File: src/rtl/cpu_pkg.sv
// Shared core package: register-file geometry and word types.
// Used by the writeback stage and its testbench.
package cpu_pkg;

  localparam int REG_ADDR_W = 5;
  localparam int XLEN       = 64;
  localparam int ZERO_REG   = 31;
  localparam int NREG       = 32;

  typedef logic [REG_ADDR_W-1:0] reg_addr_t;
  typedef logic [XLEN-1:0]       xword_t;

endpackage

File: src/rtl/decoder_n.sv
// Enabled one-hot decoder of an N-bit address.
// Ports: en, addr[N-1:0] in; onehot[2**N-1:0] out (all 0 when en=0).
module decoder_n #(
  parameter int N = 5
) (
  input  logic              en,
  input  logic [N-1:0]      addr,
  output logic [2**N-1:0]   onehot
);

  localparam int M = 2**N;

  always_comb begin
    onehot = '0;
    if (en) onehot = {{(M-1){1'b0}}, 1'b1} << addr;
  end

endmodule

File: src/rtl/wb_write_decoder.sv
// Writeback stage: registers one RF write per cycle, decodes its
// destination to one-hot write enables, and flags forwarding hits.
// Ports: clk, reset (sync, high); in_valid/in_wr_en/in_addr/in_data
// request; stall, flush; rd_addr_a/b compare; out_we[NREG], out_data,
// out_valid, fwd_a_hit, fwd_b_hit.
module wb_write_decoder #(
  parameter int ADDR_W   = cpu_pkg::REG_ADDR_W,
  parameter int DATA_W   = cpu_pkg::XLEN,
  parameter int ZERO_REG = cpu_pkg::ZERO_REG
) (
  input  logic                 clk,
  input  logic                 reset,
  input  logic                 in_valid,
  input  logic                 in_wr_en,
  input  logic [ADDR_W-1:0]    in_addr,
  input  logic [DATA_W-1:0]    in_data,
  input  logic                 stall,
  input  logic                 flush,
  input  logic [ADDR_W-1:0]    rd_addr_a,
  input  logic [ADDR_W-1:0]    rd_addr_b,
  output logic [2**ADDR_W-1:0] out_we,
  output logic [DATA_W-1:0]    out_data,
  output logic                 out_valid,
  output logic                 fwd_a_hit,
  output logic                 fwd_b_hit
);

  localparam logic [ADDR_W-1:0] ZADDR = ADDR_W'(ZERO_REG);

  logic              valid;
  logic              we_q;
  logic [ADDR_W-1:0] addr_q;
  logic [DATA_W-1:0] data_q;

  // Writes to the zero register are killed here, so neither the
  // decoder nor the forwarding compare needs its own zero check.
  logic load_we;
  assign load_we = in_valid & in_wr_en & (in_addr != ZADDR);

  always_ff @(posedge clk) begin
    if (reset) begin
      valid  <= 1'b0;
      we_q   <= 1'b0;
      addr_q <= '0;
      data_q <= '0;
    end else if (flush) begin
      valid  <= 1'b0;
      we_q   <= 1'b0;
    end else if (!stall) begin
      valid  <= in_valid;
      we_q   <= load_we;
      addr_q <= in_addr;
      data_q <= in_data;
    end
  end

  decoder_n #(
    .N (ADDR_W)
  ) u_dec (
    .en     (we_q),
    .addr   (addr_q),
    .onehot (out_we)
  );

  assign out_data  = data_q;
  assign out_valid = valid;
  assign fwd_a_hit = we_q & (addr_q == rd_addr_a);
  assign fwd_b_hit = we_q & (addr_q == rd_addr_b);

endmodule
File: config.mk
export PLATFORM = sky130hd
export DESIGN_NAME = wb_write_decoder
export DESIGN_NICKNAME = d
export VERILOG_FILES = /design/src/rtl/cpu_pkg.sv /design/src/rtl/decoder_n.sv /design/src/rtl/wb_write_decoder.sv
export SDC_FILE = /design/constraint.sdc
export NUM_CORES = 1
export LEC_CHECK = 0
export CORE_ASPECT_RATIO = 1.1
export CORE_MARGIN = 5
export CORE_UTILIZATION = 36
export CTS_CLUSTER_DIAMETER = 60
export DETAILED_ROUTE_END_ITERATION = 10
export PLACE_DENSITY = 0.8
export SLEW_MARGIN = 10
export SYNTH_ARGS = -nofsm -noshare
export SYNTH_HDL_FRONTEND = slang
export SYNTH_SLANG_ARGS = --single-unit
File: constraint.sdc
create_clock -name clk -period 1.61 [get_ports clk]
set_clock_uncertainty 0.1 [all_clocks]
set_input_delay 0.322 -clock clk [delete_from_list [all_inputs] [get_ports clk]]
set_output_delay 0.322 -clock clk [all_outputs]
set_load 0.01 [all_outputs]
After elaboration in Yosys (flattened, before gate mapping):

Cells that the tools add are included.

* output and inout port bits: 99
* bits in registers: 71
* word-level logic and storage cells: 17

* muxes and demuxes: 1
* bitwise operators: 6
* shift-type cells: 1
* equality and inequality tests: 3
* reduce and logical (&&, ||, !) cells: 2

Operator list (number)
* two-way mux 32 bit: 1
* << shifter 1 x 5 -> 32 bit, first input constant: 1
* == test 5 bit: 2
* inequality test 5 bit, second input constant: 1
* bitwise AND 1 bit: 4
* inverter 1 bit: 2
* AND reduction 2 bit: 1
* OR reduction 2 bit: 1

Depth between registers and ports, before layout:

Gate-level depths: netlist of the first run.

* word-level depth: 2
* gate-level depth with buffers: 6
* mapped depth without buffers: 3

By module:

Synthesis of the first run repeated with hierarchy kept, for this count alone.

* cells, all modules: 373
* area, all modules: 2807.7 um^2

By module, submodules not included
* wb_write_decoder: cells an instance 326, instances 1, area an instance 2573.7 um^2, sequential area each 1421.4 um^2
* decoder_n: cells an instance 47, instances 1, area an instance 234.0 um^2, sequential area each 0.0 um^2

Least setup slack after synthesis of the first run:

No wires, ideal clock.

* kind: register to output
* from: register addr_q[2]
* to: output out_we[0]
* cell stages (with the launch flop): 5
* arrival time: 1.085 ns
* buffers on the path: 2
* required time: 1.188 ns
* setup slack: 0.103 ns
* path through: dfxtp_1 clkbuf_1 or2_2 clkbuf_1 nor2_1

* cells in the longest elaborated chain, start to end: 2

RTL lines
* start, declared: RTL line wb_write_decoder.sv:32 `logic [ADDR_W-1:0] addr_q;`
* start signal, assigned: RTL line wb_write_decoder.sv:52 `addr_q <= in_addr;`
* << shifter 1 x 5 -> 32 bit: RTL line decoder_n.sv:15 `if (en) onehot = {{(M-1){1'b0}}, 1'b1} << addr;`
* two-way mux 32 bit: RTL line decoder_n.sv:15
* end, declared: RTL line wb_write_decoder.sv:21 `output logic [2**ADDR_W-1:0] out_we,`

Every way passes these cells.

Final worst setup path of the first run:

* from: input rd_addr_b[4]
* to: output fwd_b_hit

* cells in the longest elaborated chain, start to end: 2

RTL lines
* start, declared: RTL line wb_write_decoder.sv:20 `input logic [ADDR_W-1:0] rd_addr_b,`
* == test 5 bit: RTL line wb_write_decoder.sv:68 `assign fwd_b_hit = we_q & (addr_q == rd_addr_b);`
* bitwise AND 1 bit: RTL line wb_write_decoder.sv:68
* end, declared: RTL line wb_write_decoder.sv:25 `output logic fwd_b_hit`

Every way passes these cells.

==> summary.txt, run 1 <==
Placement
  – RePlAce Congestion: 0.7720
  – Post-Place Setup Slack: -0.7274 ns
  – Detailed Place HPWL: approximately 7.3 mm
  – Buffers added on ports: 183

Synth
  – Dominant register cell in the synthesized netlist: dfxtp_1
  – Number of enable flip-flop cells after synthesis: 0
  – Synthesized net count: 467
  – Dominant cell by count in the synthesized netlist: nand2_1
  – Syn Inst Count: 382
  – Yosys top cell area share: approximately half
  – Share of the yosys chip area belonging to registers: 50.60%
  – Biggest area contributors in the synthesized netlist: dfxtp_1 (51%), nand2_1 (19%), a21oi_1 (12%), nor2_1 (4.7%), clkbuf_1 (2.5%)
  – Mean cell area of the mapped netlist: between 7 and 8 sq um
  – Ys async rst share: 0%
  – Leading area contributor after synthesis: dfxtp_1
  – Flops & latches, synth: 71
  – Count of unique library cells instantiated by Yosys: 23
  – Yosys warnings: 0
  – Synth top cells by count: nand2_1 (143), dfxtp_1 (71), a21oi_1 (69)
  – Total standard cell area after synthesis: 2809 sq um

Worst setup path
  – Crit-path leading delay family: buffers and inverters
  – Largest incremental delay on the critical path: around 0.42 ns
  – Type of the worst setup path: in2out
  – Arrival time reported for the critical path endpoint: 1.49 ns
  – Cell-by-cell trace of the critical path: clkdlybuf4s50_1 > xor2_1 > nor4_1 > and3_1 > buf_2
  – Type of origin of the critical path: input port
  – Kind of end point of the critical path: primary output
  – Data required, critical path: between 1 and 1.5 ns
  – Critical path buffers and inverters: 2
  – Highest net fanout along the worst path: 1
  – Worst path slowest cell: clkdlybuf4s50_1

Power and ir drop
  – Psw: 999.0 uW
  – Switching Fraction: 24.10%
  – Share of total power in sequential cells: 45.3%
  – Part of the power in combinational logic: 15.6%
  – Part of the total power dissipated in the clock network: 39.0%
  – Pint: 3147 uW
  – Leakage power summed over all cells: 0.002284 uW
  – Worst ir drop on vdd: 0.0004258 V
  – Total power density per cell area: 814.2 nW/um^2

Clock tree
  – H-tree level count: 3
  – Root buf cell: clkbuf_8
  – CTS tree: built
  – Clock sink count: 71
  – Number of hold buffers added after CTS: 0
  – Clock latency reported for the late side of the worst-skew pair: 0.34 ns
  – Clock slew seen by the registers of the worst setup and hold paths: 0.08 ns
  – TritonCTS buffer count: 9
  – Clock Tree Buf Depth: 2

Routing
  – Met3 Routed Length: 935 um
  – Number of DRC markers after the initial detailed-route iteration: 75
  – Routed wire per std cell: 14.92 um
  – Routed wire length: 10.10 mm
  – Number of vias per cell after detailed routing: 4.685
  – First-pass iteration count of the detailed router: 4
  – Remaining antenna violation count after routing: 0
  – Total vias in the final route: 3172
  – WL met1: 3.782 mm
  – Detailed route wirelength on metal2: 5.141 mm
  – Drt drc: 0
  – Top sig layer: met4

Die
  – Standard-cell rows: 33
  – Area enclosed by the die boundary: 9671 sq um
  – Number of I/O pins: 184
  – Area of the core: 7515 sq um
  – Die outline width: 94.22 um
  – Initial core utilization: 37.38%
  – Chip height: between 100 and 150 um

Timing
  – Final setup viols: 34
  – Min setup slack post-route: -0.3050 ns
  – Final number of max-transition violations: 0
  – Max_slew headroom: 81.14%
  – Maximum clock frequency: 522.2 MHz
  – Worst Max-Slew Pin Slew: 0.2829 ns
  – Final number of hold-violating endpoints: 0
  – Minimum clock period: 1.915 ns
  – Final setup TNS: -5.904 ns
  – Ratio of final minimum period to clock period: 118.9%
  – Setup repair after global routing missed its margin: true

Global routing
  – Largest net degree at the start of global routing: 52
  – Antenna violations before repair: 0
  – Total Routing Usage GR: 19.92%
  – Wire length of the first global-routing pass: 15.16 mm
  – Number of global-route vias before repair: 3131
  – Overflow after GRT: 0

Flow run
  – Max cap viols: 0

Layout
  – Net total in the final layout: 652
  – Fraction of layout cells with a size suffix above 1: 18.53%
  – Relative area change from synthesis to final layout: 81.29%
  – Total of fill cells in the finished design: 622
  – Final antenna diode count: 0

Worst hold path
  – Hold crit path type: in2reg

Status
  – Violated checks: setup timing
  – Run status: finished, violations left
## path summary, 6_finish.rpt
| check | from | endpoint | slack (ns) | cells past startpoint |
|---|---|---|---|---|
| worst min-delay path | reset | out_data[27] | 0.24 | 2 |
| worst max-delay path | rd_addr_b[4] | fwd_b_hit | -0.31 | 5 |
| worst max register to register | addr_q[2] | addr_q[2] | 0.80 | 2 |
| worst min register to register | out_data[14] | out_data[14] | 0.35 | 2 |
## logic make-up (layout without fill, tap and decap cells)
family	after synthesis	after routing	share of synthesized area, %
DFF	71	71	50.60
buffers and inverters	31	221	5.212
xor gates and xnor gates	10	10	3.118
muxes	1	1	0.3564
AOI/OAI and AO/OA	70	70	12.47
and+or+nand+nor	199	199	28.24
## repair_timing
item,4_1_cts,5_1_grt
setup endpoints to repair,99,34
pin swaps,25,10
buffers inserted,5,1
resized for setup,232,29
## metrics by stage
stage               utilization [%]  cell area (sq um)  std cells  total power (uW)  hold WS [ns]
CTS                           65.88               4951        676              4182        0.2168
global placement              63.82               4796        655              2580        0.3408
detailed placement            63.82               4796        655              2596        0.3440
floorplan                         -               2809        382              2158        0.3013
global route                  67.77               5092        677              4326        0.2210
finish                        67.77               5092        677              4146        0.2413
## layout make-up
class / count / area [sq um] / share of cell area, %
Clock buffer: 11 / 151.4 / 2.973
Clock inverter: 5 / 80.08 / 1.572
Multi-Input combinational cell: 280 / 1404 / 27.57
Sequential cell: 71 / 1441 / 28.30
Tap cell: 105 / 131.4 / 2.580
Timing Repair Buffer: 205 / 1884 / 37.00
## state kept, by name (all words and copies together) (netlist names)
register	cells
out_data	64
addr_q	5
out_valid	1
we_q	1
## routing by layer
metal	GRT usage (%)	vias to the layer above
li1	-	1586
met1	20.89	1438
met2	36.57	129
met3	7.007	19
met4	7.556	0
met5	0	-
## layout by cell type, fill, tap and decap left out, types with 11 or more instances in the layout
cell type        count
a21oi_1             69
dfxtp_1             65
buf_4               11
nor2_1              22
dlygate4sd2_1       71
clkbuf_8            11
clkdlybuf4s50_1     78
buf_2               23
buf_6               13
nand2_1            139
## power by group through the flow
| stage | registers [uW] | logic, uW | clock network (uW) |
|---|---|---|---|
| 6_report | 1880 | 649 | 1620 |
| 5_1_grt | 1890 | 702 | 1730 |
| 4_1_cts | 1880 | 641 | 1660 |
| 3_5_place_dp | 1920 | 672 | 0 |
| 3_3_place_gp | 1920 | 661 | 0 |
| 2_1_floorplan | 1950 | 211 | 0 |
Power figures use the tool's default switching activity.
==> inputs of run 2 (changes only) <==
- CELL_PAD_IN_SITES_DETAIL_PLACEMENT: unset -> 0
- CELL_PAD_IN_SITES_GLOBAL_PLACEMENT: unset -> 2
- CORE_UTILIZATION: 36 -> 18
- PLACE_DENSITY: 0.8 -> unset
- PLACE_DENSITY_LB_ADDON: unset -> 0.1
==> run 2 against run 1 <==
The flow still finishes with violations (setup timing). Non-clock buffer count grew 1. Critical path depth shrank 1. Sequential power is essentially flat. Core utilization shrank 34 points. Maximum frequency grew 3.8%. First-iteration DRC count grew 32%. Register-to-register slack is essentially flat. Setup slack gained 0.071 ns. Final cell count grew 14%. Via count shrank 1.3%. Combinational power grew 3%. Wire length grew 12%. Critical endpoint is now fwd_a_hit. Largest cell class unchanged. Highest routed layer unchanged.
==> summary.txt, run 2 (synthesis gave the netlist of run 1 again) <==
Worst setup path
  – Kind of end point of the critical path: primary output
  – Startpoint of the most critical register-to-register path: we_q
  – Endpoint of the worst-slack reg-to-reg timing path: we_q
  – Crit path to: fwd_a_hit
  – Highest net fanout along the worst path: 6 (+5)
  – Type of origin of the critical path: flop
  – Cell count of the worst reg-to-reg path: 3 (+1)
  – R2R Setup Slk: 0.79 ns (about the same)
  – Arrival time reported for the critical path endpoint: 1.42 ns (-0.07 ns)
  – Launch point of the critical path: addr_q[4]
  – Type of the worst setup path: reg2out
  – Data required, critical path: 1.19 ns (about the same)

Die
  – Initial core utilization: 18.13% (-19 points)
  – Area enclosed by the die boundary: 18210 sq um (+88%)
  – Area of the core: 15490 sq um (+110%)
  – Die outline width: 129.1 um (+37%)
  – Chip height: 141.0 um (+37%)
  – Number of I/O pins: 184 (unchanged)
  – Standard-cell rows: 48 (+45%)

Layout
  – Final antenna diode count: 0 (unchanged)
  – Total of fill cells in the finished design: 1687 (+170%)
  – Area of the multi-input gates: 1370 sq um (-2.4%)
  – Most common library cell in the layout ignoring fill and taps: nand2_1
  – Total area of sequential cells: 1440 sq um (about the same)
  – Relative area change from synthesis to final layout: 87.66%
  – Most frequent cells in the layout: nand2_1 (139), clkdlybuf4s50_1 (78), a21oi_1 (69), dlygate4sd2_1 (69), dfxtp_1 (66)
  – Max FFs per register: 64 (unchanged)
  – Net total in the final layout: 653 (+0.15%)
  – Fraction of layout cells with a size suffix above 1: 18.67% (+0.14 points)

Timing
  – Min setup slack post-route: -0.2343 ns (+0.07068 ns)
  – Max_slew headroom: 74.80% (-6.3 points)
  – Final number of hold-violating endpoints: 0 (unchanged)
  – Minimum clock period: 1.844 ns (-0.07068 ns)
  – Worst Max-Slew Pin Slew: 0.3780 ns (+0.09513 ns)
  – Hold_ws: 0.3002 ns (+0.05892 ns)
  – Maximum clock frequency: 542.2 MHz (+3.8%)
  – Final number of max-transition violations: 0 (unchanged)
  – Final setup viols: 34 (unchanged)
  – Ratio of final minimum period to clock period: 114.6% (-4.4 points)
  – Setup repair after global routing missed its margin: true

Clock tree
  – Root buf cell: clkbuf_16
  – Clock sink count: 71 (unchanged)
  – H-tree level count: 3 (unchanged)
  – Clock Tree Buf Depth: 2 (unchanged)
  – CTS tree: built
  – TritonCTS buffer count: 9 (unchanged)
  – Clock latency reported for the late side of the worst-skew pair: 0.33 ns (about the same)
  – Clock slew seen by the registers of the worst setup and hold paths: 0.06 ns (-0.02 ns)
  – Number of hold buffers added after CTS: 0 (unchanged)

Routing
  – Routed wire per std cell: 14.57 um (-2.3%)
  – WL met1: 4.621 mm (+22%)
  – Remaining antenna violation count after routing: 0 (unchanged)
  – Drt drc: 0 (unchanged)
  – Detailed route wirelength on metal2: 5.408 mm (+5.2%)
  – First-pass iteration count of the detailed router: 4 (unchanged)
  – Top sig layer: met4
  – Met3 Routed Length: 1.027 mm (+9.8%)
  – Number of DRC markers after the initial detailed-route iteration: 99 (+32%)
  – Routed wire length: 11.26 mm (+12%)
  – Total vias in the final route: 3130 (-1.3%)
  – Number of vias per cell after detailed routing: 4.049 (-14%)

Status
  – Violated checks: setup timing
  – Run status: finished, violations left

Placement
  – RePlAce Congestion: 0.7858 (+1.8%)
  – Post-Place Setup Slack: -0.7077 ns (+0.01963 ns)
  – Detailed Place HPWL: 8.010 mm (+9.9%)
  – Buffers added on ports: 183 (unchanged)

Global routing
  – Overflow after GRT: 0 (unchanged)
  – Total Routing Usage GR: 12.06% (-7.9 points)
  – Largest net degree at the start of global routing: 41 (-21%)
  – Wire length of the first global-routing pass: 16.84 mm (+11%)
  – Antenna violations before repair: 0 (unchanged)
  – Number of global-route vias before repair: 2991 (-4.5%)

Worst hold path
  – Hold crit path type: in2reg
  – Hold_sp: reset

Flow run
  – Max cap viols: 0 (unchanged)

Power and ir drop
  – Total power density per cell area: 895.9 nW/um^2 (+10%)
  – Worst ir drop on vdd: 0.0003797 V (-11%)
  – Leakage power summed over all cells: 0.002310 uW (+1.1%)
[run 2: cell count changes in the layout (fill, tap and decap cells not counted), moves of 6 or more]
cell       before  now
buf_2          23   30
buf_6          13    7
clkbuf_16       0    9
clkbuf_8       11    1
nor2_2          6   13
nor2_4          8    2
[run 2: timing repair]
action / CTS / global route
pin swaps: 21 / 12
endpoints found under the setup margin: 99 / 34
setup buffers: 5 / 4
gates resized for setup: 235 / 21
[run 2: how the worst min path moves through the flow]
stage	to	slack (ns)	cells past startpoint
final	addr_q[4]	0.30	2
after global routing	out_data[24]	0.32	2
after global placement	out_data[16]	0.34	2
after CTS	out_data[24]	0.30	2
after detailed placement	out_data[33]	0.35	2
after floorplan	out_valid	0.30	1
[run 2: area by class of cell]
cell class                 instances  area share [%]
timing repair buffer             206           35.79
sequential                        71           27.32
multi-input combinational        280           25.99
tap                              200           4.747
clock buffer                      11           4.605
clock inverter                     5           1.543
[run 2: per-layer routing]
| layer | up-vias | track usage [%] |
|---|---|---|
| met4 | 0 | 5.804 |
| met3 | 15 | 4.850 |
| li1 | 1587 | - |
| met2 | 111 | 19.13 |
| met1 | 1417 | 14.07 |
| met5 | - | 0 |
[run 2: through the flow]
| stage | total power [uW] | instance area (sq um) | util, % | setup TNS [ns] | cells |
|---|---|---|---|---|---|
| 3_5_place_dp | 2620 | 4935 | 31.85 | -17.24 | 751 |
| 5_1_grt | 4971 | 5271 | 34.02 | -8.012 | 773 |
| 6_report | 4723 | 5271 | 34.02 | -5.338 | 773 |
| 3_3_place_gp | 2616 | 4935 | 31.85 | -15.08 | 751 |
| 2_1_floorplan | 2158 | 2809 | - | 0 | 382 |
| 4_1_cts | 4833 | 5189 | 33.49 | -6.130 | 772 |
[run 2: worst max-delay path: stages, from the launching register on]
cell and delay [ns]:
dfxtp_4 0.37, xor2_1 0.15, nor4_1 0.25, and3_1 0.19
buf_2 0.13
[run 2: power breakdown]
group	internal, uW	switching [uW]
clock network	1400	778
registers	1830	46.0
logic	371	295
total	3600	1120
